## src/rtl/ram_bridge_pkg.sv

```systemverilog
// Shared types for the Ram4Kb request bridge: FSM state encoding and the
// packed command-entry width {write, addr, wdata}.
package ram_bridge_pkg;

  typedef enum logic [1:0] {
    ST_IDLE = 2'd0,
    ST_REQ  = 2'd1,
    ST_RSP  = 2'd2
  } state_e;

  function automatic int unsigned cmd_width(input int unsigned aw, input int unsigned dw);
    return 32'd1 + aw + dw;
  endfunction

endpackage

```

## src/rtl/ram_cmd_fifo.sv

```systemverilog
// Synchronous command FIFO with wrapping pointers (one extra bit tells full from empty).
// ready_o is registered so it reads 0 while reset is held and 1 the cycle after release.
module ram_cmd_fifo #(
  parameter int unsigned W     = 33,
  parameter int unsigned DEPTH = 4
) (
  input  logic         clk_i,
  input  logic         rst_ni,
  input  logic         push_i,
  input  logic [W-1:0] data_i,
  input  logic         pop_i,
  output logic [W-1:0] data_o,
  output logic         empty_o,
  output logic         ready_o
);

  localparam int unsigned PW = $clog2(DEPTH);
  localparam logic [PW:0] PTR_ONE = (PW+1)'(1);

  logic [W-1:0] mem_q [DEPTH];
  logic [PW:0]  wr_ptr_q, wr_ptr_d;
  logic [PW:0]  rd_ptr_q, rd_ptr_d;
  logic         ready_q;
  logic         full_d;

  always_comb begin
    wr_ptr_d = wr_ptr_q;
    rd_ptr_d = rd_ptr_q;
    if (push_i) begin
      wr_ptr_d = wr_ptr_q + PTR_ONE;
    end else begin
      wr_ptr_d = wr_ptr_q;
    end
    if (pop_i) begin
      rd_ptr_d = rd_ptr_q + PTR_ONE;
    end else begin
      rd_ptr_d = rd_ptr_q;
    end
    full_d = (wr_ptr_d[PW] != rd_ptr_d[PW]) && (wr_ptr_d[PW-1:0] == rd_ptr_d[PW-1:0]);
  end

  always_ff @(posedge clk_i) begin
    if (!rst_ni) begin
      wr_ptr_q <= '0;
      rd_ptr_q <= '0;
      ready_q  <= 1'b0;
    end else begin
      wr_ptr_q <= wr_ptr_d;
      rd_ptr_q <= rd_ptr_d;
      ready_q  <= !full_d;
    end
  end

  // Storage needs no reset: a flush only moves the pointers.
  always_ff @(posedge clk_i) begin
    if (push_i) begin
      mem_q[wr_ptr_q[PW-1:0]] <= data_i;
    end
  end

  assign data_o  = mem_q[rd_ptr_q[PW-1:0]];
  assign empty_o = (wr_ptr_q == rd_ptr_q);
  assign ready_o = ready_q;

endmodule

```

## src/rtl/ram4kb_req_bridge.sv

```systemverilog
// Host-side front-end for the Ram4Kb memory: queues commands, replays them one at a
// time over the RAM valid/ready port and returns one response per command.
module ram4kb_req_bridge
  import ram_bridge_pkg::*;
#(
  parameter int unsigned AW      = 16,
  parameter int unsigned DW      = 16,
  parameter int unsigned DEPTH   = 4,
  parameter int unsigned TIMEOUT = 64
) (
  input  logic          clk_i,
  input  logic          rst_ni,
  input  logic          cmd_valid_i,
  output logic          cmd_ready_o,
  input  logic          cmd_write_i,
  input  logic [AW-1:0] cmd_addr_i,
  input  logic [DW-1:0] cmd_wdata_i,
  output logic          rsp_valid_o,
  input  logic          rsp_ready_i,
  output logic          rsp_write_o,
  output logic [DW-1:0] rsp_rdata_o,
  output logic          rsp_error_o,
  output logic          rsp_tmo_o,
  output logic [AW-1:0] mem_addr_o,
  output logic [DW-1:0] mem_wdata_o,
  output logic          mem_write_o,
  output logic          mem_valid_o,
  input  logic [DW-1:0] mem_rdata_i,
  input  logic          mem_ready_i,
  input  logic          mem_error_i
);

  localparam int unsigned CMD_W = cmd_width(AW, DW);
  localparam int unsigned CNT_W = (TIMEOUT == 0) ? 1 : $clog2(TIMEOUT + 1);
  localparam logic [CNT_W-1:0] CNT_ONE  = CNT_W'(1);
  localparam logic [CNT_W-1:0] CNT_SAT  = (TIMEOUT == 0) ? {CNT_W{1'b1}} : CNT_W'(TIMEOUT);
  // cnt_q counts REQ cycles already completed, so the watchdog fires at the end of cycle TIMEOUT.
  localparam logic [CNT_W-1:0] CNT_LAST = (TIMEOUT == 0) ? {CNT_W{1'b0}} : CNT_W'(TIMEOUT - 1);

  state_e           state_q;
  logic [CNT_W-1:0] cnt_q;
  logic             mem_valid_q, mem_write_q;
  logic [AW-1:0]    mem_addr_q;
  logic [DW-1:0]    mem_wdata_q;
  logic             rsp_valid_q, rsp_write_q, rsp_error_q, rsp_tmo_q;
  logic [DW-1:0]    rsp_rdata_q;

  logic             push, pop, fifo_empty, fifo_ready;
  logic [CMD_W-1:0] head;
  logic             head_write;
  logic [AW-1:0]    head_addr;
  logic [DW-1:0]    head_wdata;

  assign push = cmd_valid_i && fifo_ready;
  assign pop  = (state_q == ST_IDLE) && !fifo_empty;
  assign {head_write, head_addr, head_wdata} = head;

  ram_cmd_fifo #(.W(CMD_W), .DEPTH(DEPTH)) u_fifo (
    .clk_i   (clk_i),
    .rst_ni  (rst_ni),
    .push_i  (push),
    .data_i  ({cmd_write_i, cmd_addr_i, cmd_wdata_i}),
    .pop_i   (pop),
    .data_o  (head),
    .empty_o (fifo_empty),
    .ready_o (fifo_ready)
  );

  // Request/response FSM with watchdog; every output is a register.
  always_ff @(posedge clk_i) begin
    if (!rst_ni) begin
      state_q     <= ST_IDLE;
      cnt_q       <= '0;
      mem_valid_q <= 1'b0;
      mem_write_q <= 1'b0;
      mem_addr_q  <= '0;
      mem_wdata_q <= '0;
      rsp_valid_q <= 1'b0;
      rsp_write_q <= 1'b0;
      rsp_rdata_q <= '0;
      rsp_error_q <= 1'b0;
      rsp_tmo_q   <= 1'b0;
    end else begin
      case (state_q)
        ST_IDLE: begin
          if (!fifo_empty) begin
            mem_write_q <= head_write;
            mem_addr_q  <= head_addr;
            mem_wdata_q <= head_wdata;
            mem_valid_q <= 1'b1;
            cnt_q       <= '0;
            state_q     <= ST_REQ;
          end
        end
        ST_REQ: begin
          if (mem_ready_i) begin
            mem_valid_q <= 1'b0;
            rsp_valid_q <= 1'b1;
            rsp_write_q <= mem_write_q;
            rsp_rdata_q <= mem_write_q ? '0 : mem_rdata_i;
            rsp_error_q <= mem_error_i;
            rsp_tmo_q   <= 1'b0;
            state_q     <= ST_RSP;
          end else if ((TIMEOUT != 0) && (cnt_q == CNT_LAST)) begin
            mem_valid_q <= 1'b0;
            rsp_valid_q <= 1'b1;
            rsp_write_q <= mem_write_q;
            rsp_rdata_q <= '0;
            rsp_error_q <= 1'b1;
            rsp_tmo_q   <= 1'b1;
            state_q     <= ST_RSP;
          end else if (cnt_q != CNT_SAT) begin
            cnt_q <= cnt_q + CNT_ONE;
          end
        end
        ST_RSP: begin
          if (rsp_ready_i) begin
            rsp_valid_q <= 1'b0;
            state_q     <= ST_IDLE;
          end
        end
        default: begin
          mem_valid_q <= 1'b0;
          rsp_valid_q <= 1'b0;
          state_q     <= ST_IDLE;
        end
      endcase
    end
  end

  assign cmd_ready_o = fifo_ready;
  assign mem_valid_o = mem_valid_q;
  assign mem_write_o = mem_write_q;
  assign mem_addr_o  = mem_addr_q;
  assign mem_wdata_o = mem_wdata_q;
  assign rsp_valid_o = rsp_valid_q;
  assign rsp_write_o = rsp_write_q;
  assign rsp_rdata_o = rsp_rdata_q;
  assign rsp_error_o = rsp_error_q;
  assign rsp_tmo_o   = rsp_tmo_q;

endmodule

```

## config.mk

```make
export PLATFORM = sky130hd
export DESIGN_NAME = ram4kb_req_bridge
export DESIGN_NICKNAME = d
export VERILOG_FILES = /design/src/rtl/ram_bridge_pkg.sv /design/src/rtl/ram_cmd_fifo.sv /design/src/rtl/ram4kb_req_bridge.sv
export SDC_FILE = /design/constraint.sdc
export NUM_CORES = 1
export LEC_CHECK = 0
export CORE_MARGIN = 1.5
export CORE_UTILIZATION = 54
export DETAILED_ROUTE_END_ITERATION = 12
export PLACE_DENSITY = 0.87
export RECOVER_POWER = 25
export SYNTH_ARGS = -nofsm -noshare
export SYNTH_HDL_FRONTEND = slang
export SYNTH_SLANG_ARGS = --single-unit
```

## constraint.sdc

```tcl
create_clock -name clk_i -period 2.7 [get_ports clk_i]
set_clock_uncertainty 0.1 [all_clocks]
set_input_delay 0.54 -clock clk_i [delete_from_list [all_inputs] [get_ports clk_i]]
set_output_delay 0.54 -clock clk_i [all_outputs]
set_load 0.01 [all_outputs]
```

==> results of run 1 <==
-- critical path, stage by stage, from the launching register on --
cell      delay [ps]
dfxtp_1          390
xnor2_1          230
a311oi_4         720
mux2i_1          380
xnor2_1          160
a31oi_1          100
-- registers in the layout, summed over array words and instances, names as in the netlist --
register	cells
cnt_q	7
mem_addr_o	16
mem_valid_o	1
mem_wdata_o	16
mem_write_o	1
rsp_error_o	1
rsp_rdata_o	16
rsp_tmo_o	1
rsp_valid_o	1
rsp_write_o	1
state_q	2
u_fifo.mem_q	132
u_fifo.rd_ptr_q	3
u_fifo.ready_o	1
u_fifo.wr_ptr_q	3
-- where the power goes --
part           internal [mW]  switching, mW  total, mW  leakage [nW]
logic                   1.08           1.16       2.25          1.08
registers               3.61          0.184       3.80          1.77
clock network           1.57           1.09       2.67         0.313
-- final cells by class --
type,instances,area share (%)
Clock buffer,27,5.895
Clock inverter,9,0.8588
Inverter,5,0.1952
Multi-Input combinational cell,274,21.67
Sequential cell,202,55.82
Tap cell,180,2.342
Timing Repair Buffer,123,13.22
-- kinds of logic after synthesis --
kind of cell / after synthesis / share of synthesized area (%)
AOI/OAI and AO/OA: 72 / 5.281
adders and majority gates: 7 / 1.155
and+or+nand+nor: 149 / 9.390
DFF: 202 / 70.76
xor gates and xnor gates: 11 / 1.271
buffers and inverters: 36 / 2.079
muxes: 35 / 10.07
-- worst min-delay path by stage --
stage | end | cells after the start | start
floorplan | cnt_q[6] | 1 | cnt_q[6]
global placement | rsp_rdata_o[15] | 2 | rsp_rdata_o[15]
detailed placement | rsp_rdata_o[5] | 2 | rsp_rdata_o[5]
CTS | rsp_rdata_o[5] | 2 | rsp_rdata_o[5]
global route | rsp_rdata_o[1] | 2 | rsp_rdata_o[1]
finish | rsp_rdata_o[5] | 2 | rsp_rdata_o[5]
-- cell usage after synthesis, drive strengths merged --
master,n
edfxtp,132
nand2,96
dfxtp,70
a21oi,56
mux4,33
clkbuf,20
nand4b,17
nor2,13
buf,11
xnor2,10
ha,7
o21ai,6
and3,5
inv,5
nand3,5
a31oi,4
nand2b,3
or3,3
mux2i,2
a311o,1
a311oi,1
nand3b,1
nor2b,1
nor3,1
nor3b,1
o211a,1
o211ai,1
o21bai,1
o31a,1
or3b,1
or4,1
or4b,1
xor2,1
-- metrics by stage --
step | cell area, sq um | utilization, % | hold WS, ps | worst slack, ps | power [mW]
final | 9615 | 69.81 | 352.2 | 502.0 | 8.712
after global routing | 9615 | 69.81 | 374.9 | 384.1 | 9.096
after CTS | 9615 | 69.81 | 352.2 | 499.4 | 8.788
after detailed placement | 8966 | 65.10 | 343.6 | 254.1 | 6.094
after global placement | 8966 | 65.10 | 337.9 | 274.4 | 6.011
after floorplan | 7582 | - | 357.7 | 316.3 | 5.132
-- per-layer routing --
| metal | wire, microns | global-route usage (%) | part of all wire (%) |
|---|---|---|---|
| met5 | 13 | 0 | 0.081 |
| met4 | 268 | 5.735 | 1.7 |
| met3 | 883 | 3.524 | 5.5 |
| met2 | 8500 | 40.57 | 53 |
| met1 | 6327 | 26.48 | 40 |
==> run_results.csv, run 1 <==
group,metric,value,unit
detailed_routing,drtIter0Drc,362,
finish,drive_above_1_share,14.22,%
synthesis,synth_top_area_share,52.28,%
setup_path,timing.rr.start,"u_fifo.wr_ptr_q[2]",
place,gp_congestion,0.8025,
synthesis,synth-seq-area-share,70.76,%
setup_path,startpoint,"u_fifo.wr_ptr_q[2]",
synthesis,yosysWarnings,0,
detailed_routing,drt.antenna.violating_nets,0,
global_route,first_global_vias,4852,
setup_path,cp-end-kind,"register",
floorplan,num_io_pins,110,
floorplan,die_area,14760,sq um
synthesis,syn-cell-area,7582,sq um
run,maxCapViolations,0,
finish,stdcell_count,820,
synthesis,synthTopCellsByArea,"edfxtp_1 (52%), dfxtp_1 (18%), mux4_2 (9.8%), nand2_1 (4.7%), a21oi_1 (3.7%)",
synthesis,synthCells,512,
finish,layout_commonest_cell,"edfxtp_1",
setup_path,crit_arrival,2450,ps
cts,clockRootBuffer,"clkbuf_16",
cts,cts.htree.levels,1,
floorplan,die_h,121.5,microns
detailed_routing,post_drt_wl_per_cell,19.50,microns
setup_path,start_kind,"register",
place,dpl.cell_count,784,
finish,nFillCells,924,
floorplan,start_util,55.05,%
timing,rsz0062_at_grt,"false",
cts,cts_tree,"built",
cts,clk_latency,480,ps
cts,clk_path_buf_depth,3,
power,max-vdd-ir-drop,0.5385,mV
power,leakagePower,3.158,nW
setup_path,cp-endpoint,"u_fifo.ready_o",
place,port_buffers,109,
cts,numCtsBuffers,20,
detailed_routing,vias_per_cell,5.648,
synthesis,synth.largest_area_cell,"edfxtp_1",
finish,nNetsFinal,688,
detailed_routing,totalWireLength,15.99,mm
place,place_hpwl,9.663,mm
power,power.density,906.1,nW/um^2
finish,multiInputGateArea,2083,sq um
timing,timing.fmax,455.0,MHz
finish,antenna_cells,0,
cts,path_clk_slew,60,ps
synthesis,syn_area_per_cell,14.81,sq um
setup_path,rr_worst_depth,5,
global_route,grt_pass1_wl,24.86,mm
timing,max_slew.worst_pin.slew,736.2,ps
synthesis,syn_nets,574,
worst_hold_path,min_path_type,"register to register",
cts,cts.sinks,202,
cts,postCtsResizedCells,0,
detailed_routing,num_vias,4631,
global_route,antenna_found_initial,1,
timing,min_period,2198,ps
setup_path,crit_fanout,13,
timing,drv_slew,0,
floorplan,core,13770,sq um
timing,hold_violations,0,
global_route,grt-ovfl-total,0,
status,status,"complete, no violations",
finish,register_area,5368,sq um
floorplan,fp.dieW,121.5,microns
cts,cts_setup_buffers,0,
timing,fin_crit_sh,81.41,%
global_route,grt_max_degree,52,
timing,setup_viol,0,
setup_path,required,2950,ps
detailed_routing,dr.pass1.iters,5,
cts,cts_hold_buf,0,
setup_path,path_class,"register to register",
synthesis,synthDistinctLibCells,37,
global_route,grt_usage,21.90,%
synthesis,synth_seq_cells,202,
floorplan,num_rows,43,
timing,max_slew_margin,50.92,%
detailed_routing,drc_errors,0,
finish,syn2layout_area_growth,26.82,%
timing,tns,0,ps
setup_path,regToRegSetupSlack,500,ps
setup_path,regToRegEndpoint,"u_fifo.ready_o",
finish,final_cell_mix,"edfxtp_1 (132), nand2_1 (95), clkdlybuf4s50_1 (84), dfxtp_1 (68), a21oi_1 (56)",
Note: power is estimated with default switching activity, not from simulation.
==> run 2: changes to the inputs <==
- CORE_UTILIZATION: 54 -> 49
- PLACE_DENSITY: 0.87 -> 0.84
- clock period: 2.7 -> 2 ns (I/O delays scaled with it)
==> run_results.csv, run 2 (synthesis gave the netlist of run 1 again) <==
group,metric,value,unit
status,status,"finished, violations left",
status,violations,"negative setup slack",
cts,clockRootBuffer,"clkbuf_16",
detailed_routing,dr.pass1.iters,8,
power,total_power,12.52,mW
place,gp_congestion,0.7996,
power,max-vdd-ir-drop,1.195,mV
timing,fin_crit_sh,103.1,%
timing,max_slew.worst_pin.slew,485.0,ps
detailed_routing,drc_errors,0,
setup_path,start_kind,"register",
cts,cts_tree,"built",
global_route,grt_usage,20.46,%
global_route,grt-ovfl-total,0,
floorplan,core,15150,sq um
place,dpl_cell_area,9071,sq um
power,intPower,9.070,mW
detailed_routing,vias_per_cell,5.574,
place,dpl.cell_count,803,
cts,clk_path_buf_depth,3,
power,pwr-share-comb,26.1,%
finish,syn2layout_area_growth,30.91,%
finish,drive_above_1_share,18.39,%
timing,min_period,2061,ps
power,power.density,1262,nW/um^2
finish,largest_reg_flops,132,
global_route,grt_max_degree,50,
floorplan,fp.dieW,127.4,microns
finish,nFillCells,1017,
finish,nNetsFinal,705,
power,p_clk_share,32.9,%
power,switchingPower,3.453,mW
timing,setup_viol,3,
detailed_routing,num_vias,4716,
timing,drv_slew,0,
setup_path,regToRegSetupSlack,-60,ps
finish,stdcell_count,846,
cts,path_clk_slew,60,ps
place,port_buffers,109,
timing,timing.hold.ws,354.5,ps
floorplan,num_rows,45,
global_route,grt_pass1_wl,25.72,mm
finish,layout_commonest_cell,"edfxtp_1",
timing,rsz0062_at_grt,"true",
detailed_routing,drtIter0Drc,301,
floorplan,num_io_pins,110,
global_route,antenna_found_initial,0,
global_route,first_global_vias,4808,
finish,final_cell_mix,"edfxtp_1 (132), nand2_1 (95), clkdlybuf4s50_1 (83), dfxtp_1 (66), a21oi_1 (55)",
setup_path,rr_worst_depth,7,
timing,timing.fmax,485.1,MHz
finish,utilization,65.53,%
power,leakagePower,3.305,nW
cts,numCtsBuffers,21,
place,place_hpwl,10.01,mm
detailed_routing,drt.antenna.violating_nets,0,
setup_path,slowest_stage,"or4_4",
setup_path,path_class,"register to register",
timing,max_slew_margin,67.43,%
timing,worst_slack,-61.48,ps
run,maxCapViolations,0,
cts,cts.sinks,202,
setup_path,cp-endpoint,"cnt_q[5]",
setup_path,timing.rr.start,"cnt_q[0]",
setup_path,cp-end-kind,"register",
worst_hold_path,min-delay-start,"rsp_rdata_o[9]",
setup_path,crit_arrival,2380,ps
setup_path,startpoint,"cnt_q[0]",
cts,clk_latency,490,ps
setup_path,crit_fanout,5,
detailed_routing,post_drt_wl_per_cell,19.30,microns
power,p_sw_share,27.57,%
finish,antenna_cells,0,
detailed_routing,totalWireLength,16.33,mm
cts,cts.htree.levels,1,
power,pwr-share-seq,40.9,%
timing,hold_violations,0,
setup_path,max_stage_delay,520,ps
finish,stdcell_area,9926,sq um
cts,cts_hold_buf,0,
setup_path,regToRegEndpoint,"cnt_q[5]",
setup_path,required,2320,ps
floorplan,die_h,127.4,microns
worst_hold_path,min_path_type,"register to register",
setup_path,crit_chain,"inv_2 -> ha_2 -> or4b_4 -> nor3b_4 -> or3_4 -> or4_4 -> a31oi_4",
floorplan,die_area,16230,sq um
floorplan,start_util,50.06,%
run 2: cell count changes in the layout (fill, tap and decap cells not counted), moves of 2 or more:
cell / delta
clkbuf_1: -3
inv_6: +2
dfxtp_4: +2
clkbuf_8: -3
ha_1: -2
bufinv_16: +3
dfxtp_1: -2
buf_4: +14
clkbuf_16: +2
run 2: how the worst min path moves through the flow:
stage	end	slack [ps]	cells after the start
after detailed placement	mem_addr_o[10]	350	2
after CTS	mem_addr_o[10]	360	2
after floorplan	cnt_q[6]	360	1
after global placement	rsp_rdata_o[14]	340	2
after global routing	rsp_rdata_o[9]	370	2
final	rsp_rdata_o[9]	350	2
run 2: through the flow:
| stage | worst slack (ps) | TNS [ps] |
|---|---|---|
| after floorplan | 40.50 | 0 |
| after global placement | -269.9 | -904.1 |
| after detailed placement | -375.7 | -1368 |
| after CTS | -25.28 | -25.28 |
| after global routing | -101.8 | -254.7 |
| final | -61.48 | -73.13 |
run 2: worst max-delay path, delay by kind of cell (launching register included):
| family | cells | cell delay (ps) |
|---|---|---|
| AOI/OAI and AO/OA | 1 | 190 |
| adders and majority gates | 1 | 160 |
| buffers and inverters | 1 | 40 |
| DFF | 1 | 370 |
| and+or+nand+nor | 4 | 1130 |
run 2: layout make-up:
class | count | area (sq um) | share of cell area [%]
tap | 188 | 235.2 | 2.370
timing repair buffer | 139 | 1410 | 14.21
inverter | 5 | 18.77 | 0.1891
multi-input combinational | 274 | 2136 | 21.52
sequential | 202 | 5375 | 54.15
clock buffer | 23 | 564.3 | 5.685
clock inverter | 15 | 186.4 | 1.878
run 2: timing repair:
item | 4_1_cts | 5_1_grt
pin swaps | 3 | 4
resized for setup | 13 | 4
setup buffers | 3 | 2
hold endpoints to repair | 0 | 0
setup endpoints to repair | 4 | 5
run 2: layer usage:
| layer | GRT usage [%] | share of wire (%) | vias up |
|---|---|---|---|
| met2 | 35.77 | 51 | 178 |
| li1 | - | - | 2177 |
| met1 | 26.26 | 40 | 2329 |
| met5 | 0 | 0 | - |
| met4 | 6.484 | 2.5 | 0 |
| met3 | 3.392 | 6.9 | 32 |
run 2: power by group through the flow:
stage	Clock [mW]	Combinational, mW	Sequential [mW]
4_1_cts	4.21	3.25	5.13
2_1_floorplan	0	1.62	5.31
3_5_place_dp	0	3.20	5.21
6_report	4.13	3.27	5.13
3_3_place_gp	0	3.11	5.17
5_1_grt	4.38	3.55	5.17
==> run 3: changes to the inputs <==
- PLACE_DENSITY: 0.84 -> 0.87
- RECOVER_POWER: 25 -> 50
==> run_results.csv, run 3 (synthesis gave the netlist of run 1 again) <==
group,metric,value,unit
place,pre_cts_ws,-279.3,ps
place,place_hpwl,10.60,mm
global_route,grt_usage,20.63,%
cts,cts_hold_buf,0,
timing,fin_crit_sh,99.22,%
detailed_routing,post_drt_wl_per_cell,19.48,microns
power,p_sw_share,27.79,%
floorplan,die_h,127.4,microns
timing,max_slew_margin,51.55,%
timing,timing.hold.ws,351.2,ps
power,pwr-share-seq,41.5,%
finish,drive_above_1_share,17.40,%
place,port_buffers,109,
floorplan,start_util,50.06,%
floorplan,core,15150,sq um
finish,stdcell_count,853,
setup_path,start_kind,"register",
finish,register_area,5370,sq um
power,intPower,8.934,mW
worst_hold_path,min_path_type,"register to register",
setup_path,path_class,"register to register",
timing,max_slew.worst_pin.slew,726.8,ps
timing,timing.fmax,503.9,MHz
global_route,grt-ovfl-total,0,
detailed_routing,num_vias,4746,
finish,largest_reg_flops,132,
floorplan,die_area,16230,sq um
power,switchingPower,3.437,mW
global_route,first_global_vias,5023,
power,leakagePower,3.276,nW
finish,syn2layout_area_growth,29.80,%
timing,min_period,1984,ps
detailed_routing,vias_per_cell,5.564,
detailed_routing,drt.antenna.violating_nets,0,
detailed_routing,drtIter0Drc,413,
detailed_routing,dr.pass1.iters,5,
cts,cts_tree,"built",
setup_path,required,2310,ps
place,gp_congestion,0.7798,
floorplan,fp.dieW,127.4,microns
cts,numCtsBuffers,21,
power,pwr-share-comb,26.9,%
setup_path,crit_arrival,2300,ps
finish,layout_commonest_cell,"edfxtp_1",
power,power.density,1257,nW/um^2
cts,cts.sinks,202,
timing,hold_violations,0,
run,maxCapViolations,0,
power,max-vdd-ir-drop,0.7934,mV
timing,setup_viol,0,
detailed_routing,drc_errors,0,
cts,clk_path_buf_depth,3,
finish,final_cell_mix,"edfxtp_1 (132), nand2_1 (94), clkdlybuf4s50_1 (75), dfxtp_1 (66), a21oi_1 (56)",
setup_path,cp-end-kind,"register",
floorplan,num_io_pins,110,
cts,clockRootBuffer,"clkbuf_16",
timing,rsz0062_at_grt,"true",
cts,clk_latency,490,ps
global_route,antenna_found_initial,4,
timing,drv_slew,0,
setup_path,crit_fanout,5,
floorplan,num_rows,45,
status,status,"complete, no violations",
cts,cts.htree.levels,1,
setup_path,regToRegSetupSlack,20,ps
finish,multiInputGateArea,2131,sq um
finish,utilization,64.98,%
timing,worst_slack,15.51,ps
place,dpl.cell_count,805,
detailed_routing,totalWireLength,16.62,mm
finish,nFillCells,1006,
cts,path_clk_slew,60,ps
power,p_clk_share,31.6,%
timing,tns,0,ps
global_route,grt_max_degree,34,
global_route,grt_pass1_wl,26.03,mm
finish,nNetsFinal,708,
-- run 3: cell types whose count changed in the layout (fill, tap and decap cells not counted), sizes merged, moves of 4 or more --
cell / change
clkinv: -6
buf: -4
dlygate4sd3: +9
clkdlybuf4s50: -8
diode: +4
clkbuf: +14
-- run 3: critical path, stage by stage, from the launching register on --
cell      delay, ps
dfxtp_2         340
ha_2            200
nand4b_1        190
o21bai_4         90
or3_4           400
or4_1           410
a31oi_1         180
-- run 3: path summary, 6_finish.rpt --
| path | startpoint | end | cells past startpoint |
|---|---|---|---|
| setup / recovery | cnt_q[0] | cnt_q[5] | 6 |
| hold / removal | rsp_rdata_o[10] | rsp_rdata_o[10] | 2 |
| setup reg to reg | cnt_q[0] | cnt_q[5] | 6 |
| hold reg to reg | rsp_rdata_o[10] | rsp_rdata_o[10] | 2 |
-- run 3: area by class of cell --
class / instances / share of cell area [%]
Clock inverter: 8 / 1.297
Timing Repair Buffer: 142 / 14.02
Inverter: 5 / 0.1907
Sequential cell: 202 / 54.56
Multi-Input combinational cell: 274 / 21.65
Clock buffer: 30 / 5.784
Antenna cell: 4 / 0.1017
Tap cell: 188 / 2.390
-- run 3: per-layer routing --
metal	vias to the layer above	part of all wire (%)	global-route usage, %
li1	2186	-	-
met5	-	0	0
met1	2350	39	24.54
met4	0	2.3	6.484
met2	174	52	37.55
met3	36	6.4	4.355
-- run 3: stage by stage --
step / instance area [sq um] / power (mW)
floorplan: 7584 / 6.928
global placement: 9086 / 8.262
detailed placement: 9086 / 8.394
CTS: 9801 / 12.35
global route: 9842 / 12.93
finish: 9842 / 12.37
-- run 3: power groups by stage --
| stage | Sequential [mW] | Clock [mW] | Combinational [mW] |
|---|---|---|---|
| after floorplan | 5.31 | 0 | 1.62 |
| after CTS | 5.14 | 3.99 | 3.23 |
| final | 5.14 | 3.91 | 3.32 |
| after detailed placement | 5.22 | 0 | 3.18 |
| after global placement | 5.19 | 0 | 3.07 |
| after global routing | 5.18 | 4.15 | 3.59 |
-- run 3: what timing repair did --
action                                  in CTS  in global routing
pin swaps                                    2                  9
setup buffers                                1                  5
resized for setup                            4                 13
endpoints found under the setup margin       5                  9
